===== config.mk =====
export PLATFORM = sky130hd
export DESIGN_NAME = instruction_fetch
export DESIGN_NICKNAME = d
export VERILOG_FILES = /design/src/rtl/instruction_fetch_pkg.sv /design/src/rtl/instruction_fetch_fifo.sv /design/src/rtl/instruction_fetch.sv
export SDC_FILE = /design/constraint.sdc
export NUM_CORES = 1
export LEC_CHECK = 0
export CAP_MARGIN = 10
export CORE_ASPECT_RATIO = 1.1
export CORE_MARGIN = 2
export CORE_UTILIZATION = 45
export CTS_CLUSTER_SIZE = 28
export DETAILED_ROUTE_END_ITERATION = 8
export PLACE_DENSITY = 0.7
export SETUP_SLACK_MARGIN = 0.1
export SLEW_MARGIN = 20
export SYNTH_ARGS = -nofsm -noshare
export SYNTH_HDL_FRONTEND = slang
export SYNTH_SLANG_ARGS = --single-unit

===== constraint.sdc =====
create_clock -name clk -period 7 [get_ports clk]
set_input_delay 1.4 -clock clk [delete_from_list [all_inputs] [get_ports clk]]
set_output_delay 1.4 -clock clk [all_outputs]
set_load 0.02 [all_outputs]

===== src/rtl/instruction_fetch_pkg.sv =====
// -----------------------------------------------------------------------------
// instruction_fetch_pkg
//   Shared definitions for the instruction fetch unit: fetch FSM state
//   encodings, PC step, default reset vector, the prefetch entry layout and a
//   word-alignment helper.
// -----------------------------------------------------------------------------
package instruction_fetch_pkg;

  // WAIT : no request outstanding
  // REQ  : request for fetch_pc outstanding, its data will be kept
  // DRAIN: request outstanding whose data will be thrown away (post-redirect)
  typedef enum logic [1:0] {
    FS_WAIT  = 2'd0,
    FS_REQ   = 2'd1,
    FS_DRAIN = 2'd2
  } fetch_state_t;

  localparam logic [31:0] PC_STEP      = 32'd4;
  localparam logic [31:0] RESET_VECTOR = 32'h0000_0000;

  // One prefetch buffer entry: instruction address plus fetched word.
  typedef struct packed {
    logic [31:0] pc;
    logic [31:0] data;
  } fetch_entry_t;

  function automatic logic [31:0] align_word(input logic [31:0] addr);
    return {addr[31:2], 2'b00};
  endfunction

endpackage


===== src/rtl/instruction_fetch_fifo.sv =====
// -----------------------------------------------------------------------------
// fetch_fifo
//   DEPTH-entry synchronous FIFO of {pc, data} prefetch entries.
//   Ports:
//     clk, rst        clock, synchronous active-high reset
//     push/push_entry write an entry (ignored when full without a pop)
//     pop             remove head entry (ignored when empty)
//     flush           empty the FIFO; wins over push and pop
//     count           number of valid entries
//     head            oldest entry, all zeros when empty
// -----------------------------------------------------------------------------
module fetch_fifo
  import instruction_fetch_pkg::*;
#(
  parameter int DEPTH = 2
) (
  input  logic                           clk,
  input  logic                           rst,
  input  logic                           push,
  input  fetch_entry_t                   push_entry,
  input  logic                           pop,
  input  logic                           flush,
  output logic [$clog2(DEPTH+1)-1:0]     count,
  output fetch_entry_t                   head
);

  localparam int PTR_W = (DEPTH > 1) ? $clog2(DEPTH) : 1;
  localparam int CNT_W = $clog2(DEPTH + 1);

  fetch_entry_t     mem [DEPTH];
  logic [PTR_W-1:0] rd_ptr;
  logic [PTR_W-1:0] wr_ptr;
  logic             do_push;
  logic             do_pop;

  function automatic logic [PTR_W-1:0] next_ptr(input logic [PTR_W-1:0] p);
    return (p == PTR_W'(DEPTH - 1)) ? '0 : p + PTR_W'(1);
  endfunction

  assign do_pop  = pop && (count != '0);
  assign do_push = push && ((count != CNT_W'(DEPTH)) || do_pop);

  // NOTE: storage has no reset; validity is tracked by count alone, and head
  // is gated to zero while empty, so stale contents are never observable.
  always_ff @(posedge clk) begin
    if (do_push && !flush) begin
      mem[wr_ptr] <= push_entry;
    end
  end

  // NOTE: every sequential assignment uses <= so all flops update together
  // from values sampled at the same edge.
  always_ff @(posedge clk) begin
    if (rst || flush) begin
      rd_ptr <= '0;
      wr_ptr <= '0;
      count  <= '0;
    end else begin
      if (do_push) wr_ptr <= next_ptr(wr_ptr);
      if (do_pop)  rd_ptr <= next_ptr(rd_ptr);
      case ({do_push, do_pop})
        2'b10:   count <= count + CNT_W'(1);
        2'b01:   count <= count - CNT_W'(1);
        default: count <= count;
      endcase
    end
  end

  assign head = (count != '0) ? mem[rd_ptr] : '0;

endmodule


===== src/rtl/instruction_fetch.sv =====
// -----------------------------------------------------------------------------
// instruction_fetch
//   Producer side of the IR interface. Issues sequential word fetches over a
//   req/ack instruction-memory handshake, buffers up to PF_DEPTH words and
//   presents the oldest as IR/ir_pc with a valid/ready handshake. A redirect
//   flushes the buffer and restarts fetch at redirect_pc (word aligned); a
//   response already in flight is drained and discarded.
//   Ports:
//     clk, rst                 clock, synchronous active-high reset
//     imem_req, imem_addr      fetch request (held until ack), word address
//     imem_ack, imem_rdata     fetch response
//     IR, ir_pc, ir_valid      head instruction toward execute (0 when empty)
//     ir_ready                 execute consumes head when ir_valid & ir_ready
//     redirect, redirect_pc    flush and restart fetch
// -----------------------------------------------------------------------------
module instruction_fetch
  import instruction_fetch_pkg::*;
#(
  parameter logic [31:0] RESET_PC = RESET_VECTOR,
  parameter int          PF_DEPTH = 2
) (
  input  logic        clk,
  input  logic        rst,
  output logic        imem_req,
  output logic [31:0] imem_addr,
  input  logic        imem_ack,
  input  logic [31:0] imem_rdata,
  output logic [31:0] IR,
  output logic [31:0] ir_pc,
  output logic        ir_valid,
  input  logic        ir_ready,
  input  logic        redirect,
  input  logic [31:0] redirect_pc
);

  localparam int CNT_W = $clog2(PF_DEPTH + 1);

  fetch_state_t     state;
  logic [31:0]      fetch_pc;
  logic [31:0]      pc_inc;
  logic [31:0]      target;
  logic [CNT_W-1:0] count;
  logic [CNT_W-1:0] count_next;
  logic             issue_ok;
  logic             push;
  logic             pop;
  fetch_entry_t     push_entry;
  fetch_entry_t     head;

  // Only a response to a kept request is buffered; redirect drops it.
  assign push       = (state == FS_REQ) && imem_ack && !redirect;
  assign pop        = ir_valid && ir_ready;
  assign push_entry = '{pc: fetch_pc, data: imem_rdata};
  assign pc_inc     = fetch_pc + PC_STEP;
  assign target     = align_word(redirect_pc);

  // NOTE: combinational outputs are assigned on every path (here a single
  // unconditional expression) so no latch is inferred.
  always_comb begin
    count_next = count + CNT_W'(push) - CNT_W'(pop);
  end

  // A new request may go out only if its word is guaranteed a free slot.
  assign issue_ok = (count_next < CNT_W'(PF_DEPTH));

  fetch_fifo #(
    .DEPTH (PF_DEPTH)
  ) u_fetch_fifo (
    .clk        (clk),
    .rst        (rst),
    .push       (push),
    .push_entry (push_entry),
    .pop        (pop),
    .flush      (redirect),
    .count      (count),
    .head       (head)
  );

  assign ir_valid = (count != '0);
  assign IR       = head.data;
  assign ir_pc    = head.pc;

  always_ff @(posedge clk) begin
    if (rst) begin
      state     <= FS_WAIT;
      fetch_pc  <= RESET_PC;
      imem_req  <= 1'b0;
      imem_addr <= '0;
    end else if (redirect) begin
      fetch_pc <= target;
      if (state != FS_WAIT && !imem_ack) begin
        // A request is still in flight: keep it stable and discard its data.
        state <= FS_DRAIN;
      end else begin
        // Nothing pending (or the pending one completes now): go straight
        // to the new target. This also covers DRAIN with its ack arriving.
        state     <= FS_REQ;
        imem_req  <= 1'b1;
        imem_addr <= target;
      end
    end else begin
      case (state)
        FS_WAIT: begin
          if (issue_ok) begin
            state     <= FS_REQ;
            imem_req  <= 1'b1;
            imem_addr <= fetch_pc;
          end
        end
        FS_REQ: begin
          if (imem_ack) begin
            fetch_pc <= pc_inc;
            if (issue_ok) begin
              imem_addr <= pc_inc;
            end else begin
              state     <= FS_WAIT;
              imem_req  <= 1'b0;
              imem_addr <= '0;
            end
          end
        end
        FS_DRAIN: begin
          if (imem_ack) begin
            state     <= FS_REQ;
            imem_addr <= fetch_pc;
          end
        end
        default: begin
          state     <= FS_WAIT;
          imem_req  <= 1'b0;
          imem_addr <= '0;
        end
      endcase
    end
  end

endmodule


# == Word level (Yosys, flattened, before mapping) ==
# Memory sizes are Yosys's and may differ from the RTL's. A register that Yosys moved wholly into a read port is not among the register bits.
# Index checks and enable logic that the tools add are counted.
# word_totals
reg_bits,71
ram_bits,128
inputBits,69
wordCells,82
memories,1
# op_classes
n_addsub,7
magnitude_cmp,1
eq_ne,11
muxes,31
reduce_logical,23
# memory_table
name,words,word_bits,rd,rd_ports_with_merged_regs,write_ports,line_no,source
u_fetch_fifo.mem,2,64,1,1,1,instruction_fetch_fifo.sv:30,fetch_entry_t mem [DEPTH];
# op_table
operator,n
32-bit two-way mux,9
32-bit one-hot mux with 3 select lines,1
64-bit two-way mux,1
"32-bit by 3-bit adder with 32-bit output, second input constant",1
2-bit two-way mux,6
"3-bit inequality test, second input constant",4
1-bit two-way mux,11
2-bit nonzero test,5
4-bit AND reduction,2
1-bit logical AND,7
"2-bit inequality test, second input constant",3
2-bit one-hot mux with 3 select lines,1
5-bit AND reduction,1
"2-bit by 1-bit equality test with 1-bit output, second input constant",2
"2-bit equality test, second input constant",2
2-bit one-hot mux with 2 select lines,1
2-bit AND reduction,2
1-bit one-hot mux with 3 select lines,1
"1-bit adder, second input constant",2
2-bit by 1-bit adder with 2-bit output,1
"2-bit by 1-bit adder with 2-bit output, second input constant",1
1-bit logical NOT,2
2-bit logical NOT,1
1-bit logical OR,2
other kinds (4),4

# == Depth between registers and ports, before layout ==
# logic_depth
depth_word,10
ltp_mapped,12
depth_no_buf,9

# == Cells and area by module ==
# Synthesis repeated with hierarchy kept, for this count alone.
# hier_totals
hier_cells,833
area_unflattened_um2,9187.6
# modules_own_cells
mod,n_inst,cells_per_inst,area_each_um2,seq_area_each_um2
fetch_fifo,1,297,5074.9,3943.8
instruction_fetch,1,536,4112.7,1261.2

# == Worst setup path before layout ==
# Ideal clock, no wire load.
# synth_path
kind,input port to flip-flop
from,input port imem_ack
to,memory u_fetch_fifo.mem[0][0] (netlist name) (enable)
setup_time_ps,482
arrival_time_ps,5219
path_slack_ps,1298
path_stages,7
n_path_buf,3
path_cell_list,clkbuf_1 nand3b_1 clkbuf_1 clkbuf_1 nor3_1 inv_1 nor2_1
# synth_via
elab_chain_cells,6
# synth_rtl
item,line_no,source
"start, declared",instruction_fetch.sv:26,"input logic imem_ack,"
1-bit logical AND (2 in a row),instruction_fetch.sv:51,assign push = (state == FS_REQ) && imem_ack && !redirect;
1-bit logical AND,instruction_fetch_fifo.sv:41,assign do_push = push && ((count != CNT_W'(DEPTH)) || do_pop);
1-bit logical AND,instruction_fetch_fifo.sv:46,if (do_push && !flush) begin
1-bit two-way mux,instruction_fetch_fifo.sv:46,
1-bit two-way mux (implied by the code),instruction_fetch_fifo.sv:47,mem[wr_ptr] <= push_entry;
"end, declared",instruction_fetch_fifo.sv:30,
# Every way passes these cells.

# == Worst setup path in the final report ==
# layout_path
from,input port ir_ready
to,register imem_addr[22]
# layout_via
elab_chain_cells,7
# layout_rtl
item,line_no,source
"start, declared",instruction_fetch.sv:31,"input logic ir_ready,"
1-bit logical AND *,instruction_fetch.sv:52,assign pop = ir_valid && ir_ready;
2-bit by 1-bit subtractor with 2-bit output *,instruction_fetch.sv:60,count_next = count + CNT_W'(push) - CNT_W'(pop);
2-bit < comparator *,instruction_fetch.sv:64,assign issue_ok = (count_next < CNT_W'(PF_DEPTH));
32-bit two-way mux,instruction_fetch.sv:113,if (issue_ok) begin
32-bit two-way mux,instruction_fetch.sv:111,if (imem_ack) begin
32-bit one-hot mux with 3 select lines,instruction_fetch.sv:102,case (state)
32-bit two-way mux,instruction_fetch.sv:89,end else if (redirect) begin
"end signal, assigned",instruction_fetch.sv:99,imem_addr <= target;
"end signal, assigned",instruction_fetch.sv:107,imem_addr <= fetch_pc;
"end signal, assigned",instruction_fetch.sv:114,imem_addr <= pc_inc;
"end, declared",instruction_fetch.sv:25,"output logic [31:0] imem_addr,"
# Mark *: on every way between the ends. The rest lies on a longest branch, timed or not. The select of a mux whose other input is x is not followed.
# A chain may end at the register's enable or synchronous reset.

==> metrics.cfg <==
[run_status]
status=completed

[power]
p_sw_share_pct=26.42
p_leak_uw=0.003611
internal-power_uw=1862
clkPwrFrac_pct=36.0
powerDensity_nw_per_um2=225.8
vdd_drop_max_v=0.0001633
seqPwrFrac_pct=51.6
combPwrFrac_pct=12.3
netSwitchingPower_uw=668.8

[clocking]
path_clk_slew_ns=0.08
root_buffer=clkbuf_16
clock_latency_ns=0.44
hold_buffers=0
clockBufferDepth=2
h-tree-depth=4
cts_resized=0
cts_buffers=17
cts_tree=yes
cts_sinks=192
cts_post_setup_buffers_inserted=0

[logic_synthesis]
synth_area_per_cell_um2=11.03
ys_seq_elements=192
syn-cell-area_um2=8922
async_flop_share_pct=0
synth_warnings=0
synth-edff-count=124
synth_most_common_cell=edfxtp_1
seq_area_frac_synth_pct=56.99
synth_common_cells=edfxtp_1, nor2_1, dfxtp_1, mux2i_1, clkbuf_1
yosysTopAreaCell=edfxtp_1
yosysTopAreaCellShare_pct=41.73
ys_types=61
synth_area_leaders=edfxtp_1, dfxtp_1, mux2i_1, nor2_1, xnor2_1
yosys_most_used_dff=edfxtp_1
synth_cells=809

[min_path]
holdPathEnd=imem_addr[2]
hold_path_class=reg2reg
worstHoldStart=imem_addr[2]
hold_depth=2

[floorplan]
die_area_um2=20970
die_height_um=151.7
die_w_um=138.3
io_pins=167
fp-row-count=54
coreArea_um2=19660
start_util_pct=45.38

[routing]
postRouteAntennaNets=0
vias=6683
first_pass_iters=5
drt_iter0_markers=478
route.detailed.drc=0
wl_um=22090
viasPerCell=5.602
routedWlPerCell_um=18.52

[worst_setup_path]
rrSetupSlack_ns=3.32
r2r-end=imem_addr[22]
crit_type=in2reg
r2r_start=u_fetch_fifo.count[0]
arrival_ns=4.17
endpoint_kind=flip-flop
worstPathMaxFanout=23
reg2reg_depth=10
worstSetupStartpointType=input pin
cp.required_ns=7.35

[grt]
grt_pass1_wl_um=34620
grt_max_degree=73
grt.total_usage_pct=21.08
antenna_found_initial=0
grt_pass1_vias=6316
grt.overflow.total=0

[cells_and_area]
diodes=0
fin_nets=1000
seqCellArea_um2=5089
nFillCells=1679
drive_gt1_share_pct=6.589
area_growth_pct=25.62
multi_input_comb_area_um2=3522
utilization_pct=57.01

[sta]
rsz0062_at_grt=false
tns_ns=0
slew_headroom_pct=34.84
timing.final.crit_period_ns=3.828
hold_viol_final=0
worstMarginPinSlew_ns=0.9743
finClkSkew_ns=0.01471
finalCritPeriodShare_pct=54.69
max_freq_mhz=261.2
finalSetupViolations=0
slew_viol_final=0

[place]
dp_hpwl_um=14280
port_buffers=160
finalWeightedCongestion=0.8437

[job]
cap_violations=0

## power groups by stage
stage | Clock [uW] | Combinational (uW) | Sequential [uW]
6_report | 912 | 312 | 1310
5_1_grt | 972 | 338 | 1310
4_1_cts | 931 | 312 | 1310
3_5_place_dp | 0 | 310 | 1330
3_3_place_gp | 0 | 307 | 1330
2_1_floorplan | 0 | 164 | 1330
## final cells by class
| class | instances | share of cell area, % |
|---|---|---|
| well taps | 252 | 2.813 |
| clock inverters | 15 | 1.183 |
| multi-input cells | 537 | 31.42 |
| repair buffers | 170 | 15.05 |
| clock buffers | 17 | 3.796 |
| inverters | 10 | 0.3349 |
| flip-flops and latches | 192 | 45.40 |
## metrics by stage
stage                     hold slack (ns)  power, uW  area (um2)  cells  setup WS, ns
final                              0.4824       2531       11210   1193         3.172
after CTS                          0.4833       2551       11180   1192         2.970
after global placement             0.4518       1638       10620   1160         2.772
after detailed placement           0.4609       1643       10620   1160         2.684
after global routing               0.5145       2623       11210   1193         2.961
after floorplan                    0.4202       1496        8934    812         1.298
## cell usage in the layout, fill, tap and decap left out, types with 5 or more instances in the layout
cell / count
buf_4: 9
a211oi_1: 25
clkdlybuf4s50_1: 158
a21oi_1: 37
o21a_1: 5
o21ai_0: 18
and3_1: 10
dfxtp_1: 67
mux2i_1: 65
nand4_1: 13
nand2b_1: 5
nor4_1: 19
a221oi_1: 8
a311oi_1: 13
nand2_1: 29
xor2_1: 14
nand3_1: 16
edfxtp_1: 124
xnor2_1: 33
nor2_1: 120
nor3_1: 23
or2_2: 6
clkbuf_16: 17
inv_1: 8
o31a_1: 8
## critical path: stages
cell,delay (ns)
clkdlybuf4s50_1,0.45
and2_1,0.19
ha_1,0.24
xnor2_2,0.29
xnor2_1,0.21
nor3_4,0.77
o21ai_0,0.28
a311oi_1,0.32
## layer usage
metal	vias to the layer above	global-route usage [%]	wire length, um
li1	3212	-	-
met1	3156	28.34	9528
met2	284	34.01	10540
met3	31	4.148	1518
met4	0	8.316	502
met5	-	0	0
## worst max path at each step
stage | from | endpoint | slack (ns) | cells after the start
3_5_place_dp | imem_ack | u_fetch_fifo.mem[1][50] | 2.68 | 5
3_3_place_gp | ir_ready | imem_addr[22] | 2.77 | 8
6_report | ir_ready | imem_addr[22] | 3.17 | 8
2_1_floorplan | imem_ack | u_fetch_fifo.mem[0][0] | 1.30 | 7
5_1_grt | ir_ready | imem_addr[12] | 2.96 | 8
4_1_cts | flip-flop | ir_pc[10] | 2.97 | 3
## cells by family after synthesis
family	synth area share, %
compound gates	10.67
xor+xnor	5.048
fa+ha+maj	0.4207
buf+inv	3.913
flops	56.99
mux	7.292
other cells	0.04203
simple gates	15.62
## sequential cells by signal (all words and copies together) (netlist names), named ones only
name and flops:
fetch_pc 30, imem_addr 30, imem_req 1, state 2
u_fetch_fifo.count 2, u_fetch_fifo.mem 124, u_fetch_fifo.rd_ptr 1, u_fetch_fifo.wr_ptr 1
(Power assumes the default switching activity.)
